## src/rtl/boton_antirrebote_if.sv

```systemverilog
`default_nettype none
// ============================================================================
// Module      : boton_antirrebote_if
// Description : Signal bundle between a raw push-button source and the
//               debouncer. The slave modport is the debouncer's view. The
//               master modport is the view of whatever drives the button and
//               consumes the clean outputs.
//   btn_i      raw button level, asynchronous to the system clock
//   btn_o      debounced level, 1 = pressed
//   press_o    one-cycle strobe when btn_o goes 0->1
//   release_o  one-cycle strobe when btn_o goes 1->0
//   busy_o     1 while a candidate level is being qualified
// Revision    : 1.0 - initial release
// ============================================================================
interface boton_antirrebote_if;
    logic btn_i;
    logic btn_o;
    logic press_o;
    logic release_o;
    logic busy_o;

    modport slave (
        input  btn_i,
        output btn_o,
        output press_o,
        output release_o,
        output busy_o
    );

    modport master (
        output btn_i,
        input  btn_o,
        input  press_o,
        input  release_o,
        input  busy_o
    );
endinterface : boton_antirrebote_if
`default_nettype wire

```

## src/rtl/boton_antirrebote.sv

```systemverilog
`default_nettype none
// ============================================================================
// Module      : boton_antirrebote
// Description : Push-button debouncer. It has a 2-FF synchronizer, a
//               stability counter and a 4-state qualification FSM. The
//               debounced level changes only after STABLE_CYCLES consecutive
//               synchronized samples at the new level. One-cycle press and
//               release strobes come with each accepted change.
// Ports       :
//   clk      in   system clock, rising edge
//   rst_i    in   asynchronous active-high reset
//   bus      slave modport of boton_antirrebote_if. It carries btn_i in, and
//            btn_o, press_o, release_o and busy_o out. All outputs are
//            registered.
// Revision    : 1.0 - initial release
// ============================================================================
module boton_antirrebote #(
    parameter int STABLE_CYCLES = 500000,  // legal >= 2
    parameter bit ACTIVE_LOW    = 1'b1
) (
    input  wire logic            clk,
    input  wire logic            rst_i,
    boton_antirrebote_if.slave   bus
);

    localparam int CNT_W = $clog2(STABLE_CYCLES + 1);
    localparam logic [CNT_W-1:0] C_CNT_LAST = CNT_W'(STABLE_CYCLES - 1);

    typedef enum logic [1:0] {
        IDLE_LOW  = 2'd0,
        WAIT_HIGH = 2'd1,
        IDLE_HIGH = 2'd2,
        WAIT_LOW  = 2'd3
    } state_t;

    // Polarity is normalised before synchronisation, so the chain always
    // carries "pressed = 1".
    logic w_raw;
    logic w_s;
    logic sync1_q;
    logic sync2_q;

    state_t           state_q,   state_d;
    logic [CNT_W-1:0] cnt_q,     cnt_d;
    logic             btn_q,     btn_d;
    logic             press_q,   press_d;
    logic             release_q, release_d;
    logic             busy_q,    busy_d;

    assign w_raw = ACTIVE_LOW ? ~bus.btn_i : bus.btn_i;
    assign w_s   = sync2_q;

    always_comb begin
        state_d   = state_q;
        cnt_d     = cnt_q;
        btn_d     = btn_q;
        press_d   = 1'b0;
        release_d = 1'b0;
        case (state_q)
            IDLE_LOW: begin
                if (w_s) begin
                    state_d = WAIT_HIGH;
                    cnt_d   = CNT_W'(1);
                end else begin
                    cnt_d   = '0;
                end
            end
            WAIT_HIGH: begin
                if (!w_s) begin
                    // A bounce abandons the candidate. The next high sample
                    // starts again from cnt=1.
                    state_d = IDLE_LOW;
                    cnt_d   = '0;
                end else if (cnt_q == C_CNT_LAST) begin
                    state_d = IDLE_HIGH;
                    cnt_d   = '0;
                    btn_d   = 1'b1;
                    press_d = 1'b1;
                end else begin
                    cnt_d   = cnt_q + 1'b1;
                end
            end
            IDLE_HIGH: begin
                if (!w_s) begin
                    state_d = WAIT_LOW;
                    cnt_d   = CNT_W'(1);
                end else begin
                    cnt_d   = '0;
                end
            end
            WAIT_LOW: begin
                if (w_s) begin
                    state_d = IDLE_HIGH;
                    cnt_d   = '0;
                end else if (cnt_q == C_CNT_LAST) begin
                    state_d   = IDLE_LOW;
                    cnt_d     = '0;
                    btn_d     = 1'b0;
                    release_d = 1'b1;
                end else begin
                    cnt_d     = cnt_q + 1'b1;
                end
            end
            default: begin
                state_d = IDLE_LOW;
                cnt_d   = '0;
                btn_d   = 1'b0;
            end
        endcase
        // busy_o is registered, so it is derived from the next state. That
        // makes it track the state register exactly.
        busy_d = (state_d == WAIT_HIGH) || (state_d == WAIT_LOW);
    end

    always_ff @(posedge clk or posedge rst_i) begin
        if (rst_i) begin
            sync1_q   <= 1'b0;
            sync2_q   <= 1'b0;
            state_q   <= IDLE_LOW;
            cnt_q     <= '0;
            btn_q     <= 1'b0;
            press_q   <= 1'b0;
            release_q <= 1'b0;
            busy_q    <= 1'b0;
        end else begin
            sync1_q   <= w_raw;
            sync2_q   <= sync1_q;
            state_q   <= state_d;
            cnt_q     <= cnt_d;
            btn_q     <= btn_d;
            press_q   <= press_d;
            release_q <= release_d;
            busy_q    <= busy_d;
        end
    end

    assign bus.btn_o     = btn_q;
    assign bus.press_o   = press_q;
    assign bus.release_o = release_q;
    assign bus.busy_o    = busy_q;

endmodule : boton_antirrebote
`default_nettype wire

```

## src/flat_wrapper.sv

```systemverilog
// flat-port wrapper written by rule: the top's interface ports become plain ports
module boton_antirrebote_flat 
#(
    parameter int STABLE_CYCLES = 500000,               
    parameter bit ACTIVE_LOW    = 1'b1
)
  (clk, rst_i, bus_btn_i, bus_btn_o, bus_press_o, bus_release_o, bus_busy_o);
  boton_antirrebote_if bus_i ();
  input  wire logic clk;
  input  wire logic rst_i;
  input wire logic [$bits(bus_i.btn_i)-1:0] bus_btn_i;
  output wire logic [$bits(bus_i.btn_o)-1:0] bus_btn_o;
  output wire logic [$bits(bus_i.press_o)-1:0] bus_press_o;
  output wire logic [$bits(bus_i.release_o)-1:0] bus_release_o;
  output wire logic [$bits(bus_i.busy_o)-1:0] bus_busy_o;
  assign bus_i.btn_i = bus_btn_i;
  assign bus_btn_o = bus_i.btn_o;
  assign bus_press_o = bus_i.press_o;
  assign bus_release_o = bus_i.release_o;
  assign bus_busy_o = bus_i.busy_o;
  boton_antirrebote #(.STABLE_CYCLES(STABLE_CYCLES), .ACTIVE_LOW(ACTIVE_LOW)) u_core (.clk(clk), .rst_i(rst_i), .bus(bus_i));
endmodule
```

## config.mk

```make
export PLATFORM = sky130hd
export DESIGN_NAME = boton_antirrebote_flat
export DESIGN_NICKNAME = d
export VERILOG_FILES = /design/src/rtl/boton_antirrebote_if.sv /design/src/rtl/boton_antirrebote.sv /design/src/flat_wrapper.sv
export SDC_FILE = /design/constraint.sdc
export NUM_CORES = 1
export LEC_CHECK = 0
export ABC_CLOCK_PERIOD_IN_PS = 2100
export CAP_MARGIN = 40
export CELL_PAD_IN_SITES_DETAIL_PLACEMENT = 1
export CELL_PAD_IN_SITES_GLOBAL_PLACEMENT = 1
export CORE_MARGIN = 3
export CORE_UTILIZATION = 30
export CTS_BUF_LIST = sky130_fd_sc_hd__clkbuf_4
export DETAILED_ROUTE_END_ITERATION = 8
export GPL_ROUTABILITY_DRIVEN = 0
export PLACE_DENSITY_LB_ADDON = 0.1
export SYNTH_ARGS = -nofsm -noshare
export SYNTH_HDL_FRONTEND = slang
export SYNTH_SLANG_ARGS = --single-unit
```

## constraint.sdc

```tcl
create_clock -name clk -period 2.1 [get_ports clk]
set_clock_uncertainty 0.15 [all_clocks]
set_input_delay 0.21 -clock clk [delete_from_list [all_inputs] [get_ports clk]]
set_output_delay 0.21 -clock clk [all_outputs]
set_load 0.03 [all_outputs]
```

==> PnR_summary.wiki <==
{| class="wikitable"
! Metric !! Value
|-
| Status || finished clean
|-
| Net total in the final layout || 146
|-
| Number of ports placed on the die boundary || 7
|-
| Static leakage || 0.559 nW
|-
| Max-slew headroom || 0.715
|-
| Final design instance area without fill || ~0.0015 mm²
|-
| Hold buffer count at cts || 0
|-
| All-layer global routing usage || 0.118
|-
| Setup TNS || 0 ns
|-
| Critical path's top delay family || simple AND/OR/NAND/NOR gates
|-
| Count of H-tree levels built during CTS || 1
|-
| Die Area || 0.00517 mm²
|-
| Initial standard-cell utilization of the core || 0.319
|-
| Total number of vias || 936
|-
| Total global routing overflow || 0
|-
| CTS Root Buffer Type || clkbuf_4
|-
| Adder-cell share of the synthesized area || 0.00960
|-
| Share of the clock period used by the worst path after layout || 0.895
|-
| Area share of xor/xnor cells in the synthesized design || 0.107
|-
| Average instance area after synthesis || between 10 and 15 µm²
|-
| Largest net degree at the start of global routing || 27
|-
| FMAX || about 530 MHz
|-
| Dominant combinational cell family by area after synthesis || simple AND/OR/NAND/NOR gates
|-
| Multiplexer share of the synthesized area || 0.0154
|-
| CTS sink count || 26
|-
| Top cell types by occurrence after synthesis || dfrtp_1, nor2_1, xnor2_1, inv_1, nor3_1
|-
| Largest cells by area after synthesis || dfrtp_1, xnor2_1, nor2_1
|-
| Worst R2R Path Depth || 5
|-
| Router iterations before antenna repair || 3
|-
| TritonCTS buffer count || 3
|-
| Die height || a little over 70 µm
|-
| Ratio of cells with drive above 1 in the final layout || 0.106
|-
| Post-CTS setup buffers || 0
|-
| Share of synthesized area occupied by flip-flops and latches || 0.499
|-
| Worst path required time || around 2.2 ns
|-
| Distinct cell type count after synthesis || 30
|-
| Number of global-route vias before repair || approximately 990
|-
| Max Cap Viol || 0
|-
| Largest driver fanout on the critical path || 6
|-
| Largest area contributor in the synthesized netlist || dfrtp_1
|-
| Element type at the critical path start || register
|-
| CP Launch Point || u_core.cnt_q[0]$_DFF_PP0_
|-
| Path category of the worst min-delay check || input pin to async pin
|-
| Largest stage delay on the critical path || approximately 0.46 ns
|-
| Final hold viol count || 0
|-
| CTS tree || built
|-
| Clock Latency Late Sink || 0.32 ns
|-
| Ys Warns || 0
|-
| Critical path class || register to register
|-
| First-pass GRT wire length || 4750 µm
|-
| Area Overhead vs Synth || 13.9%
|-
| Placed wire-length estimate after detailed placement || 2010 µm
|-
| Port Buffer Count || 6
|-
| Clock transition at the registers of the reported paths || 0.15 ns
|-
| Number of synthesized register bits || 26
|-
| Antenna Nets Post-Route || 0
|-
| Most common cell in the netlist || dfrtp_1
|-
| Number of cell rows || 23
|-
| Antenna diode count || 0
|-
| Top_reg_cell synth || dfrtp_1
|-
| Number of vias per cell after detailed routing || 4.90
|-
| First-iteration detailed-routing DRC count || 34
|-
| Max clock buf depth || 2
|-
| Crit Reg-Reg Startpoint || u_core.cnt_q[0]$_DFF_PP0_
|-
| Standard cell with the maximum stage delay on the critical path || nor3_1
|-
| Antenna violations before repair || 0
|-
| Critical path data arrival time || about 2.0 ns
|-
| Power density over cell area || 602 mW/mm²
|-
| Cells after Synth || 128
|-
| Number of gates on the worst path with buffers counted || 5
|-
| Average routed wire per standard cell || ~14 µm
|-
| Number of resized instances in the post-cts repair step || 0
|-
| Final Slew Violations || 0
|-
| Final wirelength || 2700 µm
|-
| Core area || 0.00409 mm²
|-
| Tightest Pin Transition || 0.424 ns
|-
| Standard cell area after detailed placement || 0.00143 mm²
|-
| Fin crit period || between 1.5 and 2 ns
|-
| Combined area of all synthesized cells || ~0.0013 mm²
|-
| Area share of the leading cell type in the synthesized netlist || 0.499
|-
| Filler instances || 497
|-
| Number of failing setup endpoints in the final timing report || 0
|-
| Fraction of the mapped netlist area in compound gates || 0.0336
|-
| Maximum VDD drop || ~210 µV
|-
| Synthesized net count || about 130
|-
| Simple-gate share of the synthesized area || 0.279
|-
| Crit. End Element || register
|-
| Count of buffer and inverter cells on the critical path || 0
|-
| DRC violations left || 0
|-
| Die Span X || between 70 and 80 µm
|-
| EDFF count, synth || 0
|-
| Cell chain of the critical path || ha_1, nand3_1, nor3_1, a31o_2, a21oi_1
|-
| FFs w/ async S/R, synth || 1.00
|-
| RSZ-0062 raised after global routing || false
|}
## power breakdown
part           internal (mW)  leakage [nW]  switching [mW]  total (mW)
clock                  0.193        0.0279           0.153       0.346
sequential             0.506         0.354         0.00549       0.512
combinational         0.0136         0.177          0.0237      0.0373
## layout make-up
| cell class | count | area, µm² | share of cell area |
|---|---|---|---|
| flip-flops and latches | 26 | 651 | 0.438 |
| multi-input cells | 89 | 581 | 0.391 |
| repair buffers | 11 | 97.6 | 0.0657 |
| well taps | 50 | 62.6 | 0.0421 |
| inverters | 11 | 41.3 | 0.0278 |
| clock inverters | 1 | 30.0 | 0.0202 |
| clock buffers | 3 | 22.5 | 0.0152 |
## path summary, 6_finish.rpt
check	slack [ns]	endpoint
worst min-delay path	0.07	u_core.sync1_q$_DFF_PP0_
max in group asynchronous	1.47	u_core.cnt_q[12]$_DFF_PP0_
min in group clk	0.20	u_core.sync1_q$_DFF_PP0_
worst max-delay path	0.22	u_core.cnt_q[18]$_DFF_PP0_
worst min register to register	0.22	u_core.sync2_q$_DFF_PP0_
worst max register to register	0.22	u_core.cnt_q[18]$_DFF_PP0_
## layout by cell type (no fill, tap or decap), drive strengths merged, types with 2 or more instances in the layout
cell type,synthesis,layout
nor4,7,7
nor3,9,9
dfrtp,26,26
buf,2,5
nand2,7,7
nand4,6,6
nor2,21,21
inv,11,11
clkdlybuf4s50,0,6
xnor2,14,14
mux2i,2,2
xor2,2,2
nand3,7,7
clkbuf,0,3
## per-stage QoR
step	worst slack, ns	power (mW)	std cells	utilization	hold slack [ns]
floorplan	0.283	0.548	128	-	0.100
global placement	0.238	0.560	187	0.351	0.183
detailed placement	0.243	0.560	187	0.351	0.193
CTS	0.217	0.914	191	0.363	0.0707
global route	0.0754	0.940	191	0.363	0.0749
finish	0.220	0.895	191	0.363	0.0685
## kinds of logic after synthesis
logic type | after synthesis
fa+ha+maj | 1
simple gates | 64
buf+inv | 13
flops | 26
xor+xnor | 16
compound gates | 6
mux | 2
## tightest hold or removal path, stage by stage
cell and delay (ns):
clkdlybuf4s50_1 0.39, inv_1 0.05, buf_4 0.32
## sequential cells by signal, summed over array words and instances, names as in the netlist
| signal | cells |
|---|---|
| u_core.cnt_q | 19 |
| u_core.bus.btn_o | 1 |
| u_core.sync1_q | 1 |
| u_core.sync2_q | 1 |
| u_core.bus.release_o | 1 |
| u_core.bus.press_o | 1 |
| u_core.state_q | 2 |
## per-layer routing
metal | global-route usage | vias up | wire (µm)
met2 | 0.178 | 6 | 1180
li1 | - | 469 | -
met1 | 0.172 | 457 | 1440
met4 | 0.0438 | 0 | 38
met5 | 0 | - | 0
met3 | 0.0166 | 4 | 43
(Power assumes the default switching activity.)
